**src/rtl/game_ctrl_pkg.sv**
```systemverilog
// Shared types and constants for the game-state sequencer.
//   game_state_t : IDLE / ARMED / RUNNING / OVER / PAUSED
//   HIT_W        : width of the per-frame overlap counter
//   HOLD_W       : width of the game-over hold counter
//   sat_inc()    : saturating increment for HIT_W-wide counters
package game_ctrl_pkg;

    localparam int unsigned HIT_W  = 8;
    localparam int unsigned HOLD_W = 8;

    typedef enum logic [2:0] {
        IDLE    = 3'd0,
        ARMED   = 3'd1,
        RUNNING = 3'd2,
        OVER    = 3'd3,
        PAUSED  = 3'd4
    } game_state_t;

    function automatic logic [HIT_W-1:0] sat_inc(input logic [HIT_W-1:0] v);
        return (v == '1) ? v : v + 1'b1;
    endfunction

endpackage

```
**src/rtl/game_ctrl_if.sv**
```systemverilog
// Signal bundle between the game sequencer and its surroundings.
//   START_N, JUMP_N : raw active-low buttons (asynchronous)
//   vs              : VGA vertical sync, low during the blanking pulse
//   px_dinosaur     : dinosaur pixel lit at the current scan position
//   px_cactus       : cactus pixel lit at the current scan position
//   game_status     : 1 = game running
//   game_over       : 1 while in OVER
//   start_pulse     : one-cycle debounced START press
//   jump_pulse      : one-cycle debounced JUMP press, gated by game_status
//   frame_tick      : one-cycle pulse on each synchronised vs falling edge
// master drives the raw inputs; slave is the sequencer.
interface game_ctrl_if;

    logic START_N;
    logic JUMP_N;
    logic vs;
    logic px_dinosaur;
    logic px_cactus;
    logic game_status;
    logic game_over;
    logic start_pulse;
    logic jump_pulse;
    logic frame_tick;

    modport master (
        output START_N, JUMP_N, vs, px_dinosaur, px_cactus,
        input  game_status, game_over, start_pulse, jump_pulse, frame_tick
    );

    modport slave (
        input  START_N, JUMP_N, vs, px_dinosaur, px_cactus,
        output game_status, game_over, start_pulse, jump_pulse, frame_tick
    );

endinterface

```
**src/rtl/game_ctrl_btn_debounce.sv**
```systemverilog
// Button debouncer: 2-flop synchroniser, stability counter and press-edge pulse.
// The stable value starts as "released" (1) and only follows the synchronised input
// once it has differed from it for 2**DB_BITS consecutive cycles.
//   CLK     : system clock
//   RESET_N : asynchronous active-low reset
//   in_n    : raw active-low button
//   press   : one-cycle pulse on each stable 1->0 transition
module game_ctrl_btn_debounce #(
    parameter int unsigned DB_BITS = 16
) (
    input  logic CLK,
    input  logic RESET_N,
    input  logic in_n,
    output logic press
);

    logic               sync1_q;
    logic               sync2_q;
    logic               stable_q;
    logic               stable_prev_q;
    logic               press_q;
    logic [DB_BITS-1:0] cnt_q;

    always_ff @(posedge CLK or negedge RESET_N) begin
        if (!RESET_N) begin
            sync1_q       <= 1'b1;
            sync2_q       <= 1'b1;
            stable_q      <= 1'b1;
            stable_prev_q <= 1'b1;
            press_q       <= 1'b0;
            cnt_q         <= '0;
        end else begin
            sync1_q       <= in_n;
            sync2_q       <= sync1_q;
            stable_prev_q <= stable_q;
            // Only a falling stable value is a press; releases are silent.
            press_q       <= stable_prev_q & ~stable_q;
            if (sync2_q == stable_q) begin
                cnt_q <= '0;
            end else if (cnt_q == '1) begin
                cnt_q    <= '0;
                stable_q <= sync2_q;
            end else begin
                cnt_q <= cnt_q + 1'b1;
            end
        end
    end

    assign press = press_q;

endmodule

```
**src/rtl/game_ctrl.sv**
```systemverilog
// Central game-state sequencer feeding the jump, ground, cactus and score stages.
// Debounces START/JUMP, detects frame boundaries on vs, counts dinosaur/cactus overlap
// pixels per frame and runs the IDLE/ARMED/RUNNING/OVER game FSM.
// Optional build macro GAME_CTRL_PAUSE_EN adds a PAUSED state entered/left with START.
//   CLK     : system clock
//   RESET_N : asynchronous active-low reset
//   bus     : game_ctrl_if.slave (raw inputs in, status/pulses out)
// Parameters: DB_BITS (debounce width), MIN_HITS (overlaps per frame to collide),
//             HOLD_FRAMES (frames in OVER before START is accepted).
module game_ctrl #(
    parameter int unsigned DB_BITS     = 16,
    parameter int unsigned MIN_HITS    = 2,
    parameter int unsigned HOLD_FRAMES = 30
) (
    input  logic        CLK,
    input  logic        RESET_N,
    game_ctrl_if.slave  bus
);

    import game_ctrl_pkg::*;

    localparam logic [HIT_W-1:0]  MinHits = MIN_HITS[HIT_W-1:0];
    localparam logic [HOLD_W-1:0] HoldMax = HOLD_FRAMES[HOLD_W-1:0];

    logic start_press;
    logic jump_press;

    game_ctrl_btn_debounce #(.DB_BITS(DB_BITS)) u_start_db (
        .CLK     (CLK),
        .RESET_N (RESET_N),
        .in_n    (bus.START_N),
        .press   (start_press)
    );

    game_ctrl_btn_debounce #(.DB_BITS(DB_BITS)) u_jump_db (
        .CLK     (CLK),
        .RESET_N (RESET_N),
        .in_n    (bus.JUMP_N),
        .press   (jump_press)
    );

    // vs synchroniser plus one delay stage for edge detection. Reset low so that
    // vs rising out of reset never looks like a falling edge.
    logic vs_s1_q, vs_s2_q, vs_s3_q;
    logic frame_tick;

    always_ff @(posedge CLK or negedge RESET_N) begin
        if (!RESET_N) begin
            vs_s1_q <= 1'b0;
            vs_s2_q <= 1'b0;
            vs_s3_q <= 1'b0;
        end else begin
            vs_s1_q <= bus.vs;
            vs_s2_q <= vs_s1_q;
            vs_s3_q <= vs_s2_q;
        end
    end

    assign frame_tick = vs_s3_q & ~vs_s2_q;

    game_state_t       state_q, state_d;
    logic [HIT_W-1:0]  hits_q, hits_d;
    logic [HOLD_W-1:0] hold_q, hold_d;
    logic              game_status_q;
    logic              game_over_q;

    always_comb begin
        state_d = state_q;
        hits_d  = hits_q;
        hold_d  = hold_q;

        // Clear on the frame boundary wins over a same-cycle overlap.
        if (frame_tick) begin
            hits_d = '0;
        end else if (state_q == RUNNING && bus.px_dinosaur && bus.px_cactus) begin
            hits_d = sat_inc(hits_q);
        end

        case (state_q)
            IDLE: begin
                if (start_press) state_d = ARMED;
            end
            ARMED: begin
                if (frame_tick) state_d = RUNNING;
            end
            RUNNING: begin
                // hits_q still holds the finished frame's count on the tick cycle.
                if (frame_tick && hits_q >= MinHits) begin
                    state_d = OVER;
                    hold_d  = '0;
                end
`ifdef GAME_CTRL_PAUSE_EN
                else if (start_press) begin
                    state_d = PAUSED;
                end
`endif
            end
            OVER: begin
                if (frame_tick && hold_q != HoldMax) hold_d = hold_q + 1'b1;
                // Early presses are simply dropped.
                if (start_press && hold_q == HoldMax) state_d = ARMED;
            end
`ifdef GAME_CTRL_PAUSE_EN
            PAUSED: begin
                if (start_press) state_d = ARMED;
            end
`endif
            default: state_d = IDLE;
        endcase
    end

    always_ff @(posedge CLK or negedge RESET_N) begin
        if (!RESET_N) begin
            state_q       <= IDLE;
            hits_q        <= '0;
            hold_q        <= '0;
            game_status_q <= 1'b0;
            game_over_q   <= 1'b0;
        end else begin
            state_q       <= state_d;
            hits_q        <= hits_d;
            hold_q        <= hold_d;
            game_status_q <= (state_d == RUNNING);
            game_over_q   <= (state_d == OVER);
        end
    end

    assign bus.game_status = game_status_q;
    assign bus.game_over   = game_over_q;
    assign bus.start_pulse = start_press;
    assign bus.jump_pulse  = jump_press & game_status_q;
    assign bus.frame_tick  = frame_tick;

endmodule

```
**src/flat_wrapper.sv**
```systemverilog
// flat-port wrapper written by rule: the top's interface ports become plain ports
module game_ctrl_flat import game_ctrl_pkg::*;
#(
    parameter int unsigned DB_BITS     = 16,
    parameter int unsigned MIN_HITS    = 2,
    parameter int unsigned HOLD_FRAMES = 30
)
  (CLK, RESET_N, bus_START_N, bus_JUMP_N, bus_vs, bus_px_dinosaur, bus_px_cactus, bus_game_status, bus_game_over, bus_start_pulse, bus_jump_pulse, bus_frame_tick);
  game_ctrl_if bus_i ();
  input  logic CLK;
  input  logic RESET_N;
  input wire logic [$bits(bus_i.START_N)-1:0] bus_START_N;
  input wire logic [$bits(bus_i.JUMP_N)-1:0] bus_JUMP_N;
  input wire logic [$bits(bus_i.vs)-1:0] bus_vs;
  input wire logic [$bits(bus_i.px_dinosaur)-1:0] bus_px_dinosaur;
  input wire logic [$bits(bus_i.px_cactus)-1:0] bus_px_cactus;
  output wire logic [$bits(bus_i.game_status)-1:0] bus_game_status;
  output wire logic [$bits(bus_i.game_over)-1:0] bus_game_over;
  output wire logic [$bits(bus_i.start_pulse)-1:0] bus_start_pulse;
  output wire logic [$bits(bus_i.jump_pulse)-1:0] bus_jump_pulse;
  output wire logic [$bits(bus_i.frame_tick)-1:0] bus_frame_tick;
  assign bus_i.START_N = bus_START_N;
  assign bus_i.JUMP_N = bus_JUMP_N;
  assign bus_i.vs = bus_vs;
  assign bus_i.px_dinosaur = bus_px_dinosaur;
  assign bus_i.px_cactus = bus_px_cactus;
  assign bus_game_status = bus_i.game_status;
  assign bus_game_over = bus_i.game_over;
  assign bus_start_pulse = bus_i.start_pulse;
  assign bus_jump_pulse = bus_i.jump_pulse;
  assign bus_frame_tick = bus_i.frame_tick;
  game_ctrl #(.DB_BITS(DB_BITS), .MIN_HITS(MIN_HITS), .HOLD_FRAMES(HOLD_FRAMES)) u_core (.CLK(CLK), .RESET_N(RESET_N), .bus(bus_i));
endmodule
```
**config.mk**
```make
export PLATFORM = sky130hd
export DESIGN_NAME = game_ctrl_flat
export DESIGN_NICKNAME = d
export VERILOG_FILES = /design/src/rtl/game_ctrl_pkg.sv /design/src/rtl/game_ctrl_if.sv /design/src/rtl/game_ctrl_btn_debounce.sv /design/src/rtl/game_ctrl.sv /design/src/flat_wrapper.sv
export SDC_FILE = /design/constraint.sdc
export NUM_CORES = 1
export LEC_CHECK = 0
export ABC_AREA = 1
export BUFFER_PORTS_ARGS = -buffer_cell sky130_fd_sc_hd__buf_4
export CORE_AREA = 5 5 108 110
export DETAILED_ROUTE_END_ITERATION = 6
export DIE_AREA = 0 0 113 115
export PLACE_DENSITY = 0.46
export SYNTH_ARGS = -nofsm -noshare
export SYNTH_HDL_FRONTEND = slang
export SYNTH_SLANG_ARGS = --single-unit
export TNS_END_PERCENT = 100
```
**constraint.sdc**
```tcl
create_clock -name CLK -period 1.75 [get_ports CLK]
set_clock_uncertainty 0.15 [all_clocks]
set_input_delay 0.35 -clock CLK [delete_from_list [all_inputs] [get_ports CLK]]
set_output_delay 0.35 -clock CLK [all_outputs]
set_load 0.05 [all_outputs]
```
==> summary.md <==
| Metric | Value |
|---|---|
| Worst VDD drop | `0.313 mV` |
| Clock tree buffer depth | `2` |
| Worst endpoint required time | `1.25 ns` |
| Placer congestion estimate | `0.822` |
| Min-Delay Path Depth | `0` |
| Die width | `113 um` |
| Flip-flop and latch area | `0.00166 mm2` |
| Area delta synth->final | `15.3%` |
| DIE AREA | `0.0130 mm2` |
| Post-synth cell types | `28` |
| GR Util All Layers | `11.7%` |
| Slowest stage delay, CP | `0.37 ns` |
| Seq cells post-synth | `66` |
| Max Fclk | `598 MHz` |
| Min-delay src | `u_core.u_start_db.sync1_q` |
| Worst R2R End | `u_core.u_jump_db.cnt_q[14]` |
| Total power | `2.97 mW` |
| DR top layer | `met4` |
| Clk sink count | `66` |
| Initial core utilization | `33.0%` |
| Setup violators final | `0` |
| Share of the core filled with cells | `38.0%` |
| Design area | `0.00403 mm2` |
| Static leakage | `1.86 nW` |
| Placed Cells | `596` |
| CP Data Arrival Time | `1.17 ns` |
| Tmin final | `1.67 ns` |
| Number of core rows | `38` |
| Reg clk slew, reported paths | `0.07 ns` |
| Worst slew pin tran | `0.509 ns` |
| Sequential area share after synthesis | `47.5%` |
| Met3 wire length | `228 um` |
| Port Buffer Count | `11` |
| Via count | `2,786` |
| WL final | `7060 um` |
| CTS tree | `done` |
| Routed Antenna Nets | `0` |
| Fill cells | `1,088` |
| Worst Path Max Fanout | `5` |
| Ant. Diodes | `0` |
| Worst slew margin | `66.0%` |
| Via-to-Cell Ratio | `4.51` |
| Dpl hpwl | `5080 um` |
| CP cell instances | `inv_1 > nand2_1 > inv_2 > buf_6` |
| Vias in the first global route | `2,680` |
| Mean Syn Cell Area | `7.91 um2` |
| Clock Root Buffer | `clkbuf_8` |
| Largest net degree at the start of global routing | `47` |
| YS warnings | `0` |
| Crit. End Element | `primary output` |
| Pre-antenna DRT Iters | `4` |
| Placed Area | `0.00378 mm2` |
| Footprint of the multi-input gates | `0.00159 mm2` |
| Share of post-route cells with drive strength above 1 | `14.4%` |
| Io pins | `12` |
| Reg2Reg Setup Slack | `0.16 ns` |
| Cell area after synthesis | `0.00349 mm2` |
| Final Max Tran Viols | `0` |
| Setup tns final | `0 ns` |
| H-tree depth | `3` |
| Initial antenna violation count | `0` |
| 1st-iter DRT viols | `169` |
| Hold crit path type | `reg2reg` |
| Drt drc | `0` |
| DP Worst Slack | `0.0829 ns` |
| WL met2 | `3280 um` |
| PD cells | `738 mW/mm2` |
| WHS Endpoint | `u_core.u_start_db.sync2_q` |
| WL/cell | `11.4 um` |
| Wl on met1 | `3440 um` |
| Reg2Reg Depth | `7` |
| Final Hold Viols | `0` |
| Max-cap viol count | `0` |
| Final Net Count | `486` |
| Finished Layout Cells | `618` |
| Worst skew pair latency | `0.34 ns` |
| Total CTS buffers | `9` |
| Final setup margin | `0.0780 ns` |
| Crit start category | `flop` |
| Hold slack | `0.208 ns` |
| First-pass GRT wire length | `12,300 um` |
| Core area | `0.0106 mm2` |
| Slowest cell on the critical path | `dfrtp_1` |
| Syn Nets | `455` |
| GRT overflow | `0` |
| Reg2reg start | `u_core.u_jump_db.cnt_q[1]` |
| Cells after Synth | `442` |
| WS Path Type | `reg2out` |
| Fin crit share | `95.5%` |
| Status | `completed` |
| Die H | `115 um` |
| RSZ-0062 raised after global routing | `no` |
critical path, delay by kind of cell, from the launching register on:
family / cells / cell delay, ns
flops: 1 / 0.37
buf+inv: 3 / 0.36
simple gates: 1 / 0.10
flip-flops by register name (all words and copies together) (netlist names), 3 cells and up:
name,cells
u_core.hold_q,8
u_core.state_q,3
u_core.u_start_db.cnt_q,16
u_core.hits_q,8
u_core.u_jump_db.cnt_q,16
cell usage after synthesis:
cell      count  area, um2
a21oi_1       3       15.0
nand3_1      41        205
nand2_2       8       50.1
buf_6         4       45.0
ha_1          6       75.1
dfstp_2       8        210
inv_1        55        206
o21ai_4       1       16.3
dfrtp_1      58       1450
nor3_1        8       40.0
o21ai_1       4       20.0
nor3b_1       6       45.0
o21ai_2       2       17.5
nand2_1     104        390
xnor2_1       6       52.6
o21ai_0      11       55.1
nor2_4        2       22.5
nor2_2        5       31.3
conb_1        1       3.75
xor2_1       14        123
nor2_1       74        278
inv_2         1       3.75
o21bai_1      2       15.0
or2_2         1       6.26
nand4_1      12       75.1
buf_2         2       10.0
nand3_2       2       20.0
nand2_4       1       11.3
routing by layer:
metal,up-vias,track usage [%]
met1,1298,14.9
met3,10,3.42
met4,0,4.41
met5,-,0
li1,1448,-
met2,30,19.0
layout make-up:
type	count	share of cell area (%)
clock buffer	13	3.70
clock inverter	3	0.435
inverter	56	5.22
multi-input combinational	314	39.5
sequential	66	41.3
tap	140	4.35
timing repair buffer	26	5.50
where the power goes:
part / switching, mW / internal [mW] / leakage [nW]
sequential: 0.0467 / 1.57 / 0.876
combinational: 0.135 / 0.0864 / 0.900
clock: 0.580 / 0.550 / 0.0834
total: 0.761 / 2.21 / 1.86
worst max-delay path by stage:
stage / from / to / cells past startpoint
2_1_floorplan: u_core.vs_s2_q / u_core.bus.game_over / 9
3_3_place_gp: u_core.u_start_db.cnt_q[0] / u_core.u_start_db.cnt_q[13] / 8
5_1_grt: u_core.hits_q[1] / u_core.hits_q[3] / 8
4_1_cts: u_core.vs_s2_q / bus_frame_tick / 4
3_5_place_dp: u_core.hits_q[0] / u_core.hold_q[2] / 8
6_report: u_core.vs_s2_q / bus_frame_tick / 4
logic make-up after synthesis:
kind of cell	synth area share (%)
and+or+nand+nor	33.6
buffers and inverters	7.59
DFF	47.5
xor gates and xnor gates	5.01
AOI/OAI and AO/OA	3.97
adders and majority gates	2.15
other	0.107
placed cells by master, fill, tap and decap left out, types with 8 or more instances in the layout:
master	synthesis	layout
dfrtp_1	58	58
nor3_1	8	8
dfstp_2	8	8
xor2_1	14	13
nand4_1	12	12
o21ai_0	11	11
clkbuf_8	0	10
nor2_1	74	73
inv_1	55	54
nand2_1	104	104
buf_4	0	20
nand3_1	41	41
what timing repair did:
item | in CTS | in global routing
setup endpoints to repair | 1 | 15
gates resized for setup | 2 | 5
pin swaps | 0 | 1
hold endpoints to repair | 61 | 0
hold buffers | 4 | 0
buffers inserted | 0 | 2
(Power assumes the default switching activity.)
